**config.mk**
```make
export PLATFORM = sky130hd
export DESIGN_NAME = if_stage
export DESIGN_NICKNAME = d
export VERILOG_FILES = /design/src/rtl/if_stage_pkg.sv /design/src/rtl/if_stage.sv
export SDC_FILE = /design/constraint.sdc
export NUM_CORES = 1
export LEC_CHECK = 0
export ABC_AREA = 1
export BUFFER_PORTS_ARGS = -buffer_cell sky130_fd_sc_hd__buf_2
export CORE_MARGIN = 1.5
export CORE_UTILIZATION = 35
export DETAILED_ROUTE_END_ITERATION = 10
export SLEW_MARGIN = 5
export SYNTH_ARGS = -nofsm -noshare
export SYNTH_HDL_FRONTEND = slang
export SYNTH_SLANG_ARGS = --single-unit
```
**constraint.sdc**
```tcl
create_clock -name clk -period 6 [get_ports clk]
set_input_delay 1.2 -clock clk [delete_from_list [all_inputs] [get_ports clk]]
set_output_delay 1.2 -clock clk [all_outputs]
set_load 0.01 [all_outputs]
```
**src/rtl/if_stage_pkg.sv**
```systemverilog
// Shared definitions for the instruction fetch stage:
// reset PC default, NOP encoding and fetch FSM states.
package if_stage_pkg;

  localparam logic [31:0] RESET_PC_DEF = 32'h0000_0000;
  localparam logic [31:0] NOP_INST     = 32'h0000_0013;

  typedef enum logic [1:0] {
    S_IDLE  = 2'd0,
    S_FETCH = 2'd1,
    S_DROP  = 2'd2
  } if_state_e;

endpackage

```
**src/rtl/if_stage.sv**
```systemverilog
// Instruction fetch stage: PC, imem handshake, one-entry output buffer.
// Ports: clk, rst (async low), stall, branch_taken/target, imem_*, inst_out/pc_out/inst_valid.
module if_stage
  import if_stage_pkg::*;
#(
  parameter logic [31:0] RESET_PC = RESET_PC_DEF
) (
  input  logic        clk,
  input  logic        rst,
  input  logic        stall,
  input  logic        branch_taken,
  input  logic [31:0] branch_target,
  output logic        imem_req,
  output logic [31:0] imem_addr,
  input  logic        imem_ack,
  input  logic [31:0] imem_rdata,
  output logic [31:0] inst_out,
  output logic [31:0] pc_out,
  output logic        inst_valid
);

  localparam logic [31:0] PC_INIT = RESET_PC & ~32'h3;

  if_state_e   state;
  logic [31:0] pc;
  logic [31:0] tgt;
  logic [31:0] bt_al;
  logic [31:0] pc_inc;
  logic        capture;

  assign bt_al     = branch_target & ~32'h3;
  assign pc_inc    = pc + 32'd4;
  assign imem_addr = pc;

  always_comb begin
    imem_req = 1'b0;
    unique case (state)
      S_IDLE:  imem_req = 1'b0;
      S_FETCH: imem_req = !inst_valid || !stall;
      S_DROP:  imem_req = 1'b1;
      default: imem_req = 1'b0;
    endcase
  end

  // A redirect in the ack cycle discards the returned word.
  assign capture = (state == S_FETCH) && imem_req &&
                   imem_ack && !branch_taken;

  always_ff @(posedge clk or negedge rst) begin
    if (!rst) begin
      state      <= S_IDLE;
      pc         <= PC_INIT;
      tgt        <= PC_INIT;
      inst_out   <= NOP_INST;
      pc_out     <= 32'h0;
      inst_valid <= 1'b0;
    end else begin
      unique case (state)
        S_IDLE: begin
          state <= S_FETCH;
          if (branch_taken) pc <= bt_al;
        end
        S_FETCH: begin
          if (branch_taken) begin
            // Outstanding request must finish at the old address.
            if (imem_req && !imem_ack) begin
              tgt   <= bt_al;
              state <= S_DROP;
            end else begin
              pc <= bt_al;
            end
          end else if (capture) begin
            inst_out <= imem_rdata;
            pc_out   <= pc;
            pc       <= pc_inc;
          end
        end
        S_DROP: begin
          if (imem_ack) begin
            pc    <= branch_taken ? bt_al : tgt;
            state <= S_FETCH;
          end else if (branch_taken) begin
            tgt <= bt_al;
          end
        end
        default: state <= S_IDLE;
      endcase

      if (branch_taken)  inst_valid <= 1'b0;
      else if (capture)  inst_valid <= 1'b1;
      else if (!stall)   inst_valid <= 1'b0;
    end
  end

endmodule
```
-- Word level (Yosys, flattened, before mapping)
Cells that the tools add are included.
- flip-flop bits (word level): 131
- input bits: 69
- output and inout bits: 98
- logic and storage cells: 53
- add/subtract/negate cells: 1
- equality and inequality tests: 10
- muxes and demuxes: 19
- bitwise gates (word level): 1
- reductions and logical operators: 16
- operator list (operator ; number):
    $mux W32 ; 9
    $pmux W32 S3 ; 1
    $pmux W32 S2 ; 1
    $add A32 B3 Y32 const B ; 1
    $ne A2 B2 Y1 const B ; 4
    $mux W2 ; 3
    $ne A3 B3 Y1 const B ; 2
    $pmux W2 S3 ; 1
    $reduce_and A3 Y1 ; 2
    $reduce_and A5 Y1 ; 1
    $logic_and A1 B1 Y1 ; 4
    $logic_not A1 Y1 ; 4
    $reduce_and A4 Y1 ; 1
    $mux W1 ; 3
    $ne A3 B1 Y1 const B ; 1
    $reduce_bool A3 Y1 ; 1
    $eq A2 B1 Y1 const B ; 1
    $eq A2 B2 Y1 const B ; 1
    $logic_not A2 Y1 ; 1
    $ne A2 B1 Y1 const B ; 1
    $pmux W1 S2 ; 1
    $reduce_bool A2 Y1 ; 1
    $logic_or A1 B1 Y1 ; 1
    $not A1 Y1 ; 1

-- Longest topological paths before layout
- depth after elaboration: 9
- depth in mapped cells: 15
- mapped depth without buffers: 14

-- Worst setup path after synthesis
No wires, ideal clock.
- kind: in2out
- from: input port stall
- to: output port imem_req
- arrival: 1442 ps
- data required time: 4800 ps
- setup slack: 3358 ps
- stages on the path: 3
- buffers on the path: 0
- cell sequence: nand3_1 -> nand2_2 -> inv_1
- word-level cells in the longest chain between the ends: 3
- ends and longest elaborated chain (item ; RTL line ; RTL):
    start: declaration ; if_stage.sv:10 ; input logic stall,
    $logic_not A1 Y1 ; - ;
    $logic_or A1 B1 Y1 ; if_stage.sv:39 ; S_FETCH: imem_req = !inst_valid || !stall;
    $pmux W1 S2 ; if_stage.sv:37 ; unique case (state)
    end: declaration ; if_stage.sv:13 ; output logic imem_req,
Every way passes these cells.

-- Final worst setup path
- from: register state[0]
- to: register pc[0], in the netlist imem_addr[0]
- word-level cells in the longest chain between the ends: 7
- elaborated cells on any way between the ends: 15
- those cells by class: eq/ne (6); mux (2); reduce/logical (7)
- ends and longest elaborated chain (item ; RTL line ; RTL):
    start: declaration ; if_stage.sv:24 ; if_state_e state;
    start signal: assignment ; if_stage.sv:51 ; state <= S_IDLE;
    start signal: assignment ; if_stage.sv:60 ; state <= S_FETCH;
    start signal: assignment ; if_stage.sv:68 ; state <= S_DROP;
    $eq A2 B2 Y1 / $eq A2 B1 Y1 (equally long branches) ; if_stage.sv:37, if_stage.sv:58, if_stage.sv:46 ;
    $pmux W1 S2 ; if_stage.sv:37 ;
    $logic_and A1 B1 Y1 (2 in a row) ; if_stage.sv:46 ; assign capture = (state == S_FETCH) && imem_req &&
    $logic_and A1 B1 Y1 ; if_stage.sv:47 ; imem_ack && !branch_taken;
    $ne A3 B3 Y1 (no line) ; - ;
    $reduce_and A5 Y1 (no line) ; - ;
    end signal: assignment ; if_stage.sv:61 ; if (branch_taken) pc <= bt_al;
    end signal: assignment ; if_stage.sv:70 ; pc <= bt_al;
    end signal: assignment ; if_stage.sv:75 ; pc <= pc_inc;
    end: declaration ; if_stage.sv:25 ; logic [31:0] pc;
Parallel ways exist; a longest one is shown, timed or not.
A chain may end at the register's enable or synchronous reset.

==> qor.txt <==
================================================================================
Required time of the worst setup path .............................      6.30 ns
DRT antenna net count .............................................            0
Final sum of negative setup slack .................................         0 ns
Fraction of the cycle the final worst path needs ..................       0.6333
Max_cap viols .....................................................            0
Number of top-level pins ..........................................          167
Filler-free cell count of the finished design .....................         1226
Number of warnings issued by yosys ................................            0
Vias post-DR ......................................................         5736
Post-layout nets ..................................................         1026
Post-CTS setup buffer count .......................................            0
Reg2reg setup slack ...............................................      2.20 ns
Net count after synthesis .........................................          872
Number of max-slew violations in the final report .................            0
Crit path arrival time ............................................      4.10 ns
Path category of the worst min-delay check ........................   reg -> reg
Initial cell density of the core ..................................       0.3582
Power share of the clock group ....................................        0.226
Async set or reset register ratio after synthesis .................        1.000
Count of standard-cell rows .......................................           50
Fraction of layout instances using a drive strength above 1 .......       0.2915
Final Setup Violations ............................................            0
Library cell used as clock root buffer ............................ sky130_fd_sc_hd__clkbuf_16
Number of remaining DRC errors ....................................            0
Internal power contribution .......................................      2631 uW
Slowest stage cell on the critical path ........................... sky130_fd_sc_hd__ha_1
H-tree levels .....................................................            4
Antenna violations before repair ..................................            2
Clock tree from TritonCTS .........................................        built
Mean cell area of the mapped netlist ..............................  8.463 sq um
Worst path buffer plus inverter count .............................            4
Post-synthesis cell count .........................................          797
Total Power Consumption ...........................................      4547 uW
Area Overhead vs Synth ............................................       23.59%
Most numerous cell on the critical path ........................... sky130_fd_sc_hd__nand2_1
Number of synthesized flops with an enable pin ....................            0
1st-iter DRT viols ................................................          390
Area of the die ...................................................  20110 sq um
Number of buffers added on ports ..................................          164
Global-route wire length before repair ............................     29190 um
Sequential share of power .........................................        0.338
Most common library cell in the layout ignoring fill and taps ..... sky130_fd_sc_hd__nand2_1
Run status ........................................................ complete, no violations
Headroom to the max-slew limit ....................................       0.4277
Largest net degree at the start of global routing .................           89
Worst Setup End Kind ..............................................    flip-flop
Static Leakage ....................................................  0.004241 uW
Post-synth top area cell .......................................... sky130_fd_sc_hd__dfrtp_1
Post-synthesis register bit count .................................          131
Insertion delay to the later sink of the worst-skew pair ..........      0.42 ns
CTS Hold Bufs .....................................................            0
Kind of launch point of the worst setup path ......................    flip-flop
Fraction of post-synthesis cell area in the top cell type by area .       0.4749
Worst clock skew ..................................................  0.004825 ns
Proportion of power drawn by combinational gates ..................        0.436
Detailed-route wire length per cell ...............................     14.87 um
Gp weighted congestion ............................................       0.8797
Pre-Repair DR Iteration Count .....................................            5
DP Wirelength .....................................................     12850 um
Longest Clk Path Bufs .............................................            2
GRT Overall Usage .................................................       0.1869
Number of instances resized during post-cts repair ................            0
Sink Count ........................................................          131
Worst vdd rail ir drop ............................................    0.2198 mV
Via count of the first global-routing pass ........................         5512
Final Critical Period .............................................     3.800 ns
Chip height .......................................................     141.8 um
Number of buffers added by the clock tree synthesis step ..........           17
Die boundary width ................................................     141.8 um
Routed via count divided by cell count ............................        4.679
Pwr Density ....................................................... 545.5 nW/um^2
Post-Synthesis Cell Area ..........................................   6745 sq um
Max Fanout on Critical Path .......................................           45
Highest-count cells in the layout ignoring fill and taps .......... 261 x sky130_fd_sc_hd__nand2_1, 163 x sky130_fd_sc_hd__buf_2, 128 x sky130_fd_sc_hd__dfrtp_1
Clock-pin slew on the worst setup and hold paths ..................      0.06 ns
Setup repair after global routing missed its margin ...............           no
Switching power total .............................................      1916 uW
Cell type group with the largest total delay on the critical path . buffers and inverters
Portion of the post-synthesis area used by sequential elements ....       0.4866
Hold slack final ..................................................    0.4741 ns
Dominant register cell in the synthesized netlist ................. sky130_fd_sc_hd__dfrtp_1
Area of the placeable core ........................................  18830 sq um
Crit Path Category ................................................   reg -> reg
Cells after DPL ...................................................         1192
Largest stage delay, worst path ...................................      0.64 ns
Synth cell types ..................................................           38
Largest cells by area after synthesis ............................. sky130_fd_sc_hd__dfrtp_1 47%, sky130_fd_sc_hd__nand2_1 15%, sky130_fd_sc_hd__mux2_2 6.2%
Total detailed-routing wirelength .................................     18230 um
Hold violation total from the final report ........................            0
Fmax ..............................................................    263.2 MHz
Switch share ......................................................       0.4214
Chain of cells forming the critical path .......................... inv_1 -> ha_1 -> inv_2 -> nor2_2 -> nand2_2 -> nor2_2 -> nand2_1 -> nand2_1 -> nand3_2 -> buf_4 -> inv_1 -> nand2_1 -> nand2_1 -> o21ai_0
Remaining global-route overflow ...................................            0
Slew @ Worst Pin ..................................................    0.8584 ns
================================================================================
-- path summary, 6_finish.rpt --
| kind | endpoint | from | cells past startpoint |
|---|---|---|---|
| setup / recovery | imem_addr[0]$_DFFE_PN0P_ | state[0]$_DFFE_PN0P_ | 14 |
| hold / removal | tgt[14]$_DFFE_PN0P_ | tgt[14]$_DFFE_PN0P_ | 2 |
| hold reg to reg | tgt[14]$_DFFE_PN0P_ | tgt[14]$_DFFE_PN0P_ | 2 |
| min in group asynchronous | imem_addr[23]$_DFFE_PN0P_ | rst | 1 |
| setup reg to reg | imem_addr[0]$_DFFE_PN0P_ | state[0]$_DFFE_PN0P_ | 14 |
| max in group asynchronous | inst_out[1]$_DFFE_PN1P_ | rst | 2 |
-- cell families after synthesis --
group	synth area share
simple gates	0.2074
compound gates	0.1467
flops	0.4866
buf+inv	0.06956
mux	0.06177
xor+xnor	0.01688
fa+ha+maj	0.01113
-- worst min-delay path: stages, from the launching register on --
cell and delay (ns):
sky130_fd_sc_hd__dfrtp_1 0.35, sky130_fd_sc_hd__nand2_1 0.05, sky130_fd_sc_hd__nand2_1 0.04
-- metrics by stage --
step                      worst slack (ns)  utilization  instance area [sq um]
after detailed placement             2.157       0.4112                   7744
after global placement               2.200       0.4112                   7744
after CTS                            2.144       0.4425                   8332
after floorplan                      3.358            -                   6745
after global routing                 1.814       0.4425                   8332
final                                2.200       0.4427                   8337
-- synth_stat cells, drive strengths merged, types with 2 or more instances --
master and n:
nand2 263, dfrtp 128, o21ai 85, inv 70, nor2 60, mux2 37
nand3 30, a21oi 27, buf 18, clkbuf 16, a221oi 14, xor2 12
a211oi 10, ha 6, o211ai 4, dfstp 3, o2111ai 3, a21boi 2
clkinv 2
-- cell type report --
type	instances	area, sq um
fill	1898	10490
sequential	131	3282
multi-input combinational	560	3002
timing repair buffer	169	864.6
clock buffer	19	452.9
tap	260	325.3
inverter	72	270.3
clock inverter	13	135.1
antenna	2	5.005
-- metal layers --
metal	vias up	track usage	routed length [um]
met2	155	0.2896	8180
met5	-	0	0
met1	2644	0.2562	8677
met4	0	0.06511	366
met3	22	0.04421	1004
li1	2915	-	-
-- registers in the layout, summed over array words and instances, names as in the netlist --
signal and flops:
imem_addr 32, inst_out 32, pc_out 32, tgt 32
state 2, inst_valid 1
-- power groups by stage --
stage	clock network (uW)	logic, uW	registers [uW]
2_1_floorplan	0	1320	1620
3_3_place_gp	0	1970	1540
3_5_place_dp	0	2000	1550
4_1_cts	1050	2010	1540
5_1_grt	1090	2240	1590
6_report	1030	1980	1540
Power figures use the tool's default switching activity.
